$ cat src/rtl/bomb_ctrl.sv
// Single-bomb lifecycle controller: places the bomb, runs the BCD fuse counter,
// raises the warning blink and times the explosion window in ticks.
module bomb_ctrl #(
    parameter logic [3:0] EXPLODE_TICKS = 4'd2,
    parameter logic [3:0] WARN_SEC      = 4'd3
) (
    input  logic       clk,
    input  logic       resetN,
    input  logic       place_bomb,
    input  logic       tick,
    input  logic       chain_hit,
    input  logic [3:0] countL,
    input  logic [3:0] countH,
    input  logic       tc,
    output logic       cnt_loadN,
    output logic       cnt_enable,
    output logic       bomb_visible,
    output logic       warning,
    output logic       blink,
    output logic       exploding,
    output logic       explode_start,
    output logic       bomb_done,
    output logic       busy
);

    typedef enum logic [2:0] {
        S_IDLE,
        S_LOAD,
        S_ARMED,
        S_EXPLODE,
        S_DONE
    } state_t;

    localparam logic [3:0] XTICKS = (EXPLODE_TICKS == 4'd0) ? 4'd1 : EXPLODE_TICKS;

    state_t     state_q, state_d;
    logic [3:0] timer_q, timer_d;
    logic       blink_q, blink_d;
    logic       warn_w;
    logic       go_explode;
    logic       timer_last;

    assign warn_w     = (state_q == S_ARMED) && (countH == 4'd0) && (countL <= WARN_SEC);
    assign go_explode = (state_q == S_ARMED) && (tc || chain_hit);
    assign timer_last = (state_q == S_EXPLODE) && tick && (timer_q <= 4'd1);

    always_comb begin
        state_d = state_q;
        case (state_q)
            S_IDLE:    if (place_bomb) state_d = S_LOAD;
            S_LOAD:    state_d = S_ARMED;
            S_ARMED:   if (go_explode) state_d = S_EXPLODE;
            S_EXPLODE: if (timer_last) state_d = S_DONE;
            S_DONE:    state_d = S_IDLE;
            default:   state_d = S_IDLE;
        endcase
    end

    always_comb begin
        timer_d = timer_q;
        if (go_explode) begin
            timer_d = XTICKS;
        end else if ((state_q == S_EXPLODE) && tick && (timer_q != 4'd0)) begin
            timer_d = timer_q - 4'd1;
        end
    end

    // Blink also clears on leaving ARMED so it is never seen high in EXPLODE.
    assign blink_d = (warn_w && (state_d == S_ARMED)) ? (blink_q ^ tick) : 1'b0;

    always_ff @(posedge clk or negedge resetN) begin
        if (!resetN) begin
            state_q       <= S_IDLE;
            timer_q       <= '0;
            blink_q       <= 1'b0;
            cnt_loadN     <= 1'b1;
            cnt_enable    <= 1'b0;
            bomb_visible  <= 1'b0;
            exploding     <= 1'b0;
            explode_start <= 1'b0;
            bomb_done     <= 1'b0;
            busy          <= 1'b0;
        end else begin
            state_q       <= state_d;
            timer_q       <= timer_d;
            blink_q       <= blink_d;
            cnt_loadN     <= (state_d != S_LOAD);
            cnt_enable    <= (state_d == S_ARMED);
            bomb_visible  <= (state_d == S_ARMED);
            exploding     <= (state_d == S_EXPLODE);
            explode_start <= go_explode;
            bomb_done     <= (state_d == S_DONE);
            busy          <= (state_d != S_IDLE);
        end
    end

    assign warning = warn_w;
    assign blink   = blink_q;

endmodule

$ cat config.mk
export PLATFORM = sky130hd
export DESIGN_NAME = bomb_ctrl
export DESIGN_NICKNAME = d
export VERILOG_FILES = /design/src/rtl/bomb_ctrl.sv
export SDC_FILE = /design/constraint.sdc
export NUM_CORES = 1
export LEC_CHECK = 0
export CORE_AREA = 2 2 52 54
export CTS_CLUSTER_DIAMETER = 30
export DETAILED_ROUTE_END_ITERATION = 12
export DIE_AREA = 0 0 54 56
export PLACE_DENSITY = 0.56
export SKIP_LAST_GASP = 1
export SYNTH_ARGS = -nofsm -noshare
export SYNTH_HDL_FRONTEND = slang
export SYNTH_SLANG_ARGS = --single-unit
export TNS_END_PERCENT = 1
$ cat constraint.sdc
create_clock -name clk -period 2.7 [get_ports clk]
set_clock_uncertainty 0.2 [all_clocks]
set_input_delay 0.27 -clock clk [delete_from_list [all_inputs] [get_ports clk]]
set_output_delay 0.27 -clock clk [all_outputs]
set_load 0.02 [all_outputs]
After elaboration in Yosys (flattened, before gate mapping)
Index checks and enable logic that the tools add are counted.
{"block": "word_totals", "register_bits": 14, "inputBits": 14}
{"block": "classes", "addsub": 1, "order_cmp": 2, "eq_ne": 7, "n_mux": 7, "bitwise": 1, "reduce_logical": 13}
{"cell": "3-bit by 2-bit == test with 1-bit output (second input constant)", "count": 4}
{"cell": "3-bit case mux with 4 select lines", "count": 1}
{"cell": "3-bit two-way mux", "count": 3}
{"cell": "4-bit two-way mux", "count": 2}
{"cell": "1-bit logical AND", "count": 7}
{"cell": "4-bit by 1-bit less-or-equal comparator with 1-bit output (second input constant)", "count": 1}
{"cell": "4-bit by 2-bit less-or-equal comparator with 1-bit output (second input constant)", "count": 1}
{"cell": "4-bit logical NOT", "count": 1}
{"cell": "4-bit nonzero test", "count": 1}
{"cell": "4-bit by 1-bit subtractor with 4-bit output (second input constant)", "count": 1}
{"cell": "3-bit by 1-bit == test with 1-bit output (second input constant)", "count": 1}
{"cell": "3-bit == test (second input constant)", "count": 1}
{"cell": "3-bit logical NOT", "count": 1}
{"cell": "3-bit by 1-bit != test with 1-bit output (second input constant)", "count": 1}
{"cell": "3-bit nonzero test", "count": 1}
{"cell": "2-bit nonzero test", "count": 1}
{"cell": "1-bit logical OR", "count": 1}
{"cell": "1-bit two-way mux", "count": 1}
{"cell": "1-bit bitwise XOR", "count": 1}

Logic depth before layout (Yosys ltp)
Gate-level depths: netlist (run 1).
{"block": "logic_depth", "depth_word": 8, "depth_mapped": 6, "mapped_depth_nobuf": 5}

Worst setup path before layout (run 1)
OpenSTA, ideal clock, no wires.
{"block": "synth_path", "path_kind": "reg2reg", "start": "register timer_q[0]", "end": "register timer_q[1]", "t_arrival_ns": 1.363, "required_time_ns": 2.424, "path_slack_ns": 1.061, "path_stages_with_launch": 7, "path_buffers": 1, "period_less_slack_ns": 1.639, "path_cell_list": "dfrtp_1 > inv_1 > ha_1 > or3b_1 > clkbuf_1 > and3_1 > o21ai_1"}
{"block": "synth_via", "elab_chain_cells": 3}
{"item": "start, declared", "line_no": "37", "text": "logic [3:0] timer_q, timer_d;"}
{"item": "start signal, assigned", "line_no": "85", "text": "timer_q <= timer_d;"}
{"item": "4-bit by 1-bit subtractor with 4-bit output or 4-bit nonzero test (tied branches)", "line_no": "64, 63"}
{"item": "4-bit two-way mux or 1-bit logical AND (tied branches)", "line_no": "63", "text": "end else if ((state_q == S_EXPLODE) && tick && (timer_q != 4'd0)) begin"}
{"item": "4-bit two-way mux or 2-bit nonzero test (tied branches)"}
Parallel ways exist; a longest one is shown, timed or not. The select of a mux whose other input is x is not followed.
A chain may end at the register's enable or synchronous reset.

Worst setup path after layout (run 1)
{"block": "layout_path", "start": "register state_q[2]", "end": "output warning"}
{"block": "layout_via", "elab_chain_cells": 3}
{"item": "start, declared", "line_no": "36", "text": "state_t state_q, state_d;"}
{"item": "start signal, assigned", "line_no": "84", "text": "state_q <= state_d;"}
{"item": "3-bit by 2-bit == test with 1-bit output", "line_no": "43", "text": "assign warn_w = (state_q == S_ARMED) && (countH == 4'd0) && (countL <= WARN_SEC);"}
{"item": "1-bit logical AND (2 in a row)", "line_no": "43"}
{"item": "end, declared", "line_no": "18", "text": "output logic warning,"}
No other way between the ends.

==> results of run 1 <==
cell usage after synthesis (all sizes together):
cell type,n,area share [%]
and4b,1,1.6
buf,2,1.8
o211ai,1,1.1
nand3b,2,2.2
nand3,3,2.2
ha,3,5.5
or2,1,1.3
o21ai,4,2.9
dfstp,1,3.8
and3,1,0.91
a21o,1,1.1
inv,2,1.1
nor4b,3,4.7
dfrtp,13,47
xnor2,2,2.6
clkbuf,1,0.55
mux2i,2,2.9
nor2,6,3.3
nor3,4,3.6
clkinv,1,1.3
a21oi,2,2.0
nor4,2,2.7
or3b,2,2.9
nand2,1,0.55
flip-flops by register name, summed over array words and instances, names as in the netlist:
register	count
timer_q	4
bomb_visible	1
blink	1
bomb_done	1
exploding	1
busy	1
state_q	3
cnt_loadN	1
explode_start	1
logic make-up after synthesis:
family	after synthesis	share of synthesized area (%)
AOI/OAI and AO/OA	8	7.103
adders and majority gates	3	5.465
and+or+nand+nor	26	26.05
DFF	14	51.18
xor gates and xnor gates	2	2.551
muxes	2	2.915
buffers and inverters	6	4.736
critical path, stage by stage, from the launching register on:
cell	delay (ns)
dfrtp_1	0.45
or3b_4	0.46
nor2_1	0.11
clkdlybuf4s50_1	0.61
final cells by class:
class	count	share of cell area [%]
clock buffers	4	2.811
inverters	3	1.740
multi-input cells	41	32.40
flip-flops and latches	14	37.62
well taps	30	4.016
repair buffers	20	21.42
report_power, final:
group / internal, mW / switching, mW
clock network: 0.0574 / 0.0691
logic: 0.195 / 0.204
registers: 0.278 / 0.0607
total: 0.531 / 0.334
how the worst max path moves through the flow:
stage / startpoint / endpoint / slack, ns / cells past startpoint
detailed placement: countH[3] / warning / 0.47 / 5
floorplan: timer_q[0] / timer_q[1] / 1.06 / 6
finish: state_q[2] / warning / 0.31 / 3
global placement: countH[3] / warning / 0.47 / 5
global route: state_q[2] / warning / 0.19 / 3
CTS: state_q[2] / warning / 0.28 / 3
metal layers:
layer  part of all wire [%]  GRT usage, %  vias up
li1                       -             -      257
met1                     44         13.07      239
met2                     45         16.38       24
met3                    7.2         2.957        5
met4                    3.4         7.500        0
met5                      0             0        -
==> summary by stage, run 1 <==
Outcome
The run finished with clean final reports.

Pwr
The static leakage power is roughly 0.39 nW. Overall power consumption after layout is estimated at roughly 0.86 mW. The power per standard cell area is between 900 and 1000 mW/mm².

The highest ir drop seen on vdd is ~0.33 mV.

Route
The routed layout has ~530 vias. The count of routing violations after the opening detailed-route iteration is 3. Once detail routing completed, the nets flagged for antenna violations numbered 0. Wires add up to roughly 1400 µm. The number of vias per cell is between 4 and 5. The pre-antenna-repair detailed-routing pass consisted of 4 iterations. The remaining routing DRC violations is 0. The average wire per cell in the routed design is approximately 12 µm.

STA
The number of hold violations in the final report is 0. The setup TNS after final layout is 0 ns. The count of final max-slew check failures is 0. Derived from the worst setup path, the maximum achievable clock frequency is roughly 420 MHz. Setup violations remaining at the end of the flow were counted as 0. The worst-case headroom to the max-slew limit is around 57%.

In the finished design, the share of the clock period the worst path needs comes to 88.47%. The minimum clock period after layout is roughly 2.4 ns. Final hold analysis gives a worst-case slack of 0.1765 ns.

The slew at the pin closest to its max-slew limit is 0.6406 ns. Once routing completed, OpenROAD measured the worst setup slack at ~0.31 ns. Setup repair after global routing left no endpoint under its margin.

Layout
The top cell types in the final layout, fill and taps aside, are clkdlybuf4s50_1, dfrtp_1, nor2_1. The number of fill cells in the layout is roughly 280. The post-route non-filler standard cell count is around 110.

The area added between synthesis and finish is 36.07%. The multi-input combinational cell area is approximately 300 µm². The most common library cell in the layout ignoring fill and taps is clkdlybuf4s50_1. At the end of the flow the core is filled with cells to around two fifths. Summing all flip-flop and latch instances after layout gives roughly 350 µm².

The repair_antennas step left the layout with diodes totalling 0. The post-route cell area is ~930 µm². The post-route netlist has roughly 15% of its cells at a drive strength greater than 1.

The net total in the final layout is 100.

Floorplanning
In this run the count of I/O pins placed on the die edge is 23. The effective utilization at floorplan is around 28%. The die is roughly 54 µm wide.

The vertical extent of the die is between 50 and 60 µm. The number of cell rows is 18. The floorplan step defined a die boundary enclosing a little over 0.003 mm². The floorplan step defined a core boundary enclosing roughly 0.0024 mm².

Placed design
Once placement completed, the tool counted placed cells totaling about 110. The half-perimeter wire length after detailed placement is between 900 and 1000 µm. Port buffering added 20 buffers.

The placer's final routability congestion estimate is ~0.70. The cell area after placement is 908.4 µm². The setup slack at placement is roughly 0.47 ns.

Global route
The global-route total usage across every layer is 10.90%. The first-pass GRT wire length is around 2300 µm. The number of global-route vias before repair is approximately 530. The global-route congestion overflow total is 0.

The initial antenna violation count is 0. Entering global routing, the biggest net connects 15 pins.

Clock tree
Clock-pin slew was measured on the worst setup and hold paths at approximately 0.08 ns. The number of levels the H-tree was split into is 1. In this run the post-CTS setup repair buffer count came out at 0. Counting the buffers created by CTS gives 3. The clock passes through at most 2 buffers. The clock net in this run drives a total of 14 sinks. The clock reaches the later pin of the worst-skew pair after roughly 0.28 ns. TritonCTS built the clock tree. The number of buffers added to fix hold violations after cts is 0.

The library cell used as clock root buffer is clkbuf_4. The total of cells resized after clock tree synthesis is 0.

Yosys
After synthesis the netlist holds a flip-flop and latch count of 14. The post-synthesis instance total is 61. In this run the mean area of a mapped cell was between 10 and 15 µm². The sequential cell area fraction in the yosys report is 51.18%. In this run the cell area of the synthesized design comes to about 700 µm².

The number of library cell types mapped by synthesis is 31. The synthesized netlist net count is between 70 and 80. For this run, the number of Yosys warnings is 0.

Worst setup path
The startpoint identified for the worst register-to-register timing path is timer_q[0]. The flop-to-flop setup slack is 0.96 ns. The worst reg2reg path depth is 5. STA puts the critical path data arrival time at between 1.5 and 2 ns. The endpoint kind of the worst setup timing path is an output port. The type of the worst setup path is reg2out.

The top fanout value on the critical path is 7. Data on the critical path is required at its endpoint by ~2.2 ns. STA classifies the critical path startpoint as a flop. The endpoint identified for the worst register-to-register timing path is timer_q[1].

Hold path
The class of the tightest hold or removal check is in2async.

Flow run
The tool flagged a number of max-cap violations equal to 0.
No activity file was read; power rests on OpenSTA's default activity.
==> inputs of run 2 (changes only) <==
Settings changed: CTS_BUF_LIST set to sky130_fd_sc_hd__clkbuf_2.
==> run 2 against run 1 <==
Effect of this change: critical path depth unchanged; wire length about the same; via count unchanged; setup slack worse by 0.021 ns; clock power down 14%; global-route usage unchanged; fmax down 0.88%; final cell count unchanged; final area down 0.67%; die area unchanged; sequential share of layout area up 0.25 points.
==> summary by stage, run 2 (synthesized netlist as in run 1, its figures left out) <==
Outcome
The run finished with clean final reports.

Layout
The share of cells above drive strength 1 is 15.85%. timer_q holds more flip-flops than any other register. The library cells used most frequently in the layout, excluding fill and tap cells, are clkdlybuf4s50_1, dfrtp_1, nor2_1, clkbuf_2.

The area added between synthesis and finish is 35.15%. The post-route cell area is 928.4 µm². The net total in the final layout is 100. The largest registers in the layout are timer_q: 4 flops, state_q: 3 flops.

The register with the most flip-flops in the layout has 4 of them. Leaving out fill and tap cells, the most frequent cell in the layout is clkdlybuf4s50_1. The number of antenna diodes is 0.

Clock tree
The number of levels the H-tree was split into is 1. The number of clock buffers inserted by TritonCTS is 3. The maximum clock insertion buffer count is 2. The number of setup buffers added after CTS is 0. Clock-pin slew was measured on the worst setup and hold paths at 0.13 ns.

The clock drives 14 sinks. The clock reaches the later pin of the worst-skew pair after 0.29 ns. The total of cells resized after clock tree synthesis is 0.

The library cell used as clock root buffer is clkbuf_2. The TritonCTS clock tree is built. For this design, the CTS-stage hold fixing added 0 buffers.

Route
The amount of wire on met3 after detailed routing is 98 µm. The count of nets left with antenna violations after detail routing is 0. In the final routed layout, each cell accounts on average for 12.20 µm. Routed signal wires occupy layers up through met4.

The overall via count from detail_route is around 530. The sum of met2 wire segment lengths after detailed routing is ~610 µm. The total routed wirelength is between 1000 and 1500 µm. The number of iterations in the first detailed-routing pass is 4. The remaining routing DRC violations is 0.

After the first detailed-routing iteration, the DRC count stood at 3. Dividing the detail-routed via count by the number of cells gives 4.688. The met1 wire length is between 600 and 700 µm.

Floorplanning
The number of cell rows is 18. The die area is 0.003024 mm². The initial utilization of the core area, before any placement, comes to between 20% and 30%. The vertical extent of the die is about 56 µm. The die width is 54 µm. The boundary pin count is 23. The floorplan core area is ~0.0024 mm².

Worst setup path
The worst register-to-register path has a setup slack of 0.94 ns. The worst endpoint data arrival time is 1.94 ns. Counting cells, the worst reg-to-reg path comes to 5. Along the worst path, the maximum fanout reaches 7. In this run the critical register-to-register path is launched from timer_q[0]. The endpoint of the worst-slack reg-to-reg timing path is timer_q[1]. STA classifies the critical path endpoint as an output port. STA classifies the critical path startpoint as a flop.

By startpoint and endpoint, the worst setup path is classified as reg2out. STA puts the critical path data required time at approximately 2.2 ns. The beginning of the critical path is state_q[2].

STA
The post-route worst setup slack is 0.2901 ns. The highest achievable clock rate is approximately 410 MHz. The number of hold violations in the final report came to 0. The count of final max-slew check failures is 0.

The worst-case headroom to the max-slew limit is roughly 57%. The number of failing setup endpoints in the final timing report is 0. Setup repair after global routing left no endpoint under its margin.

The setup TNS after final layout is 0 ns. For the pin with the worst max-slew slack, the measured transition is between 0.6 and 0.7 ns. The final-layout worst hold slack is between 0.15 and 0.2 ns. The routed design could run at a clock period as short as 2.410 ns. The fraction of the cycle the final worst path needs is around nine tenths.

Placed design
The placer's final routability congestion estimate is around 0.70. The setup slack at placement is ~0.47 ns. Summing all placed instances gives a cell area of about 910 µm².

The count of input and output buffers is 20. The HPWL after detailed placement is roughly 1000 µm.

Pwr
IR analysis of the VDD net gives a maximum drop of approximately 0.33 mV. The static leakage power is between 0.3 and 0.4 nW. The overall power is approximately 0.85 mW.

The power per standard cell area is approximately 910 mW/mm².

Global route
The maximum number of pins on one net before global-route repair is 15. The global-route congestion overflow total is 0. The number of global-route vias before repair is about 530. The global-route total usage across every layer is 10.90%. The initial antenna violation count was 0. The first-pass GRT wire length is roughly 2300 µm.

Flow run
The max-cap check violation count is 0.

Hold path
The tightest min-delay check is of the in2async type.
[run 2: cell count changes in the layout (fill, tap and decap cells not counted)]
cell and change:
clkbuf_1 -1, clkbuf_2 +4, clkbuf_4 -3
[run 2: critical path, stage by stage, from the launching register on]
cell and delay (ns):
dfrtp_1 0.47, or3b_4 0.46, nor2_1 0.11, clkdlybuf4s50_1 0.61
[run 2: per-layer routing]
layer | GRT usage (%) | vias up
li1 | - | 257
met1 | 13.07 | 239
met3 | 2.957 | 5
met4 | 7.500 | 0
met5 | 0 | -
met2 | 16.38 | 24
[run 2: final cells by class]
class / instances / area, µm²
Clock buffer: 4 / 20.02
Fill cell: 277 / 1504
Inverter: 3 / 16.27
Multi-Input combinational cell: 41 / 302.8
Sequential cell: 14 / 351.6
Tap cell: 30 / 37.54
Timing Repair Buffer: 20 / 200.2
[run 2: metrics by stage]
step | util (%) | std cells
6_report | 38.17 | 112
3_5_place_dp | 37.35 | 108
2_1_floorplan | - | 61
3_3_place_gp | 37.35 | 108
4_1_cts | 38.17 | 112
5_1_grt | 38.17 | 112
[run 2: worst max path at each step]
stage	slack, ns	end	depth (start not counted)
floorplan	1.06	timer_q[1]	6
global placement	0.47	warning	5
detailed placement	0.47	warning	5
CTS	0.25	warning	3
global route	0.16	warning	3
finish	0.29	warning	3
[run 2: report_power, final]
part / leakage (nW) / switching (mW) / internal (mW)
Combinational: 0.203 / 0.205 / 0.195
Sequential: 0.169 / 0.0608 / 0.278
Clock: 0.0166 / 0.0696 / 0.0393
==> inputs of run 3 (changes only) <==
Settings changed: DONT_BUFFER_PORTS set to 1, PLACE_DENSITY 0.56 to 0.45.
Clock period 2.7 ns to 2.05 ns, I/O delays scaled along.
==> run 3 against run 2 <==
Effect of this change: worst hold slack got worse by 0.15 ns; clock-buffer cell count shrank 1; total power grew 19%; clock power increased by 23%; combinational power decreased by 9.8%; sequential share of layout area increased by 6.8 points; setup slack worse by 0.20 ns; largest cell class unchanged.
==> summary by stage, run 3 (synthesized netlist as in run 1, its figures left out) <==
STA
The clock period could shrink to 1.965 ns. Setup repair after global routing left no endpoint under its margin. The post-route worst setup slack is approximately 0.085 ns. The worst pin sits at a relative slew slack of between 50% and 60%. The setup TNS after final layout is 0 ns. The highest achievable clock rate is around 500 MHz. The number of failing setup endpoints in the final timing report is 0. On the final layout, the worst hold slack is roughly 0.011 ns. The number of hold violations in the final report is 0. The count of final max-slew check failures is 0. The fraction of the cycle the final worst path needs is between 90% and 100%. The slew at the pin closest to its max-slew limit is just over 0.6 ns.

Floorplanning
The die area is between 0.003 and 0.004 mm². The vertical extent of the die is 56 µm. The die width is ~54 µm. The boundary pin count is 23. The effective utilization at floorplan is 28.24%. The floorplan core area is around 0.0024 mm². Row generation in the floorplan step produced 18 rows.

Clock tree
The number of gates resized after CTS was 0. The number of setup buffers added after CTS is 0. CTS built an H-tree with a depth of 1.

The clock drives 14 sinks. The tree is rooted in a clkbuf_2. The longest clock path from root to sink contains 2 buffers. The latest clock arrival within the worst-skew pair is 0.27 ns. Counting the buffers created by CTS gives 3.

TritonCTS built the clock tree. The post-CTS clock slew at the launch and capture registers of the worst setup and hold paths is between 0.1 and 0.15 ns.

Route
The overall via count from detail_route is between 400 and 500. Using the TritonRoute via totals, the vias-per-cell ratio works out to around 4.7. The average wire per cell in the routed design is between 10 and 15 µm. The count of routing violations after the opening detailed-route iteration is 10. Summed over all layers, the routed wires come to approximately 1300 µm. Once detail routing completed, the nets flagged for antenna violations numbered 0. The remaining routing DRC violations is 0.

The first detailed-routing pass ran for 4 iterations.

Placed design
The count of input and output buffers is 0. The congestion estimate from routability-driven global placement came to about 0.7. The setup slack at placement is ~0.35 ns. Including well taps, the total number of placed cells is a little under 90.

The cell area after placement is approximately 710 µm². Detailed placement finished with a half-perimeter wire length of ~890 µm.

Hold path
The worst hold path endpoint is timer_q[2]. The origin of the worst min-delay path is chain_hit. The cell depth of the worst min-delay path is 3. The worst hold path belongs to the class in2reg.

Worst setup path
The worst reg2reg path depth is 5. The worst setup path is captured at an output port. In this run the critical register-to-register path is launched from timer_q[0]. STA classifies the critical path startpoint as a flop. Across all register-to-register paths, the minimum setup slack is ~0.32 ns.

For the worst setup path, the data arrival time is between 1.5 and 2 ns. For the worst setup path, the data required time is roughly 1.6 ns. The top fanout value on the critical path is 7. The worst setup path is of the reg2out kind.

The endpoint of the worst-slack reg-to-reg timing path is timer_q[1].

Pwr
The power per standard cell area is around 1300 mW/mm². IR analysis of the VDD net gives a maximum drop of between 0.3 and 0.4 mV. The static leakage power is 0.3313 nW. After layout, the design draws a total of roughly 1 mW.

Layout
The number of antenna diodes is 0. The net total in the final layout is 86. The post-route netlist has between 10% and 20% of its cells at a drive strength greater than 1.

In the final layout, the registers with the most flip-flops are timer_q: 4 flops, state_q: 3 flops. The register with the most flip-flops in the layout has 4 of them. The register containing the most flip-flops in the final layout is timer_q. Summing all non-filler instances in the final layout gives an area of between 700 and 800 µm². Leaving out fill and tap cells, the most frequent cell in the layout is dfrtp_1. Once layout is complete, the utilization of the core stands at 32.36%. From synthesis to final layout, the design area changed by 14.57%.

In the layout the commonest cells are dfrtp_1, nor2_1, dlygate4sd3_1. The post-route non-filler standard cell count is 98.

Flow run
The max-cap check violation count is 0.

Global route
The first global-routing pass estimated approximately 2100 µm of wire. The number of global-route vias before repair was between 400 and 500. The global-route congestion overflow total is 0. The maximum number of pins on one net before global-route repair is 15.

Across every metal layer, demand over resource in global routing totals around 9.7%. The initial antenna violation count is 0.

Outcome
The run finished with clean final reports.
## run 3: changes by cell type in the layout (fill, tap and decap cells not counted)
cell and delta:
clkbuf_2 -1, clkdlybuf4s50_1 -20, dlygate4sd3_1 +6, clkinv_1 +1
## run 3: final cells by class
class,instances,area (µm²)
clock buffer,3,15.01
clock inverter,1,3.754
fill,254,1645
inverter,3,16.27
multi-input combinational,41,302.8
sequential,14,351.6
tap,30,37.54
timing repair buffer,6,60.06
## run 3: worst max path at each step
stage	startpoint	endpoint	depth (start not counted)
CTS	state_q[2]	warning	2
finish	state_q[2]	warning	2
global route	state_q[2]	warning	2
detailed placement	timer_q[0]	timer_q[1]	5
global placement	timer_q[0]	timer_q[1]	5
floorplan	timer_q[0]	timer_q[1]	6
## run 3: power by group
group          total (mW)  switching [mW]  internal, mW  leakage [nW]
clock               0.134          0.0911        0.0424        0.0140
sequential          0.511           0.144         0.367         0.169
combinational       0.361           0.191         0.170         0.149
## run 3: worst max-delay path, stage by stage (launching register included)
cell,delay [ns]
dfrtp_1,0.48
or3b_4,0.46
nor2_1,0.35
## run 3: what timing repair did
| action | in CTS | in global routing |
|---|---|---|
| hold endpoints to repair | 19 | 0 |
| hold buffers | 6 | 0 |
| endpoints found under the setup margin | 0 | 0 |
## run 3: routing by layer
metal	global-route usage, %	vias to the layer above	part of all wire [%]
met5	0	-	0
met4	6.429	0	1.5
met3	1.613	2	5.0
met2	12.54	17	41
met1	14.38	208	52
li1	-	229	-
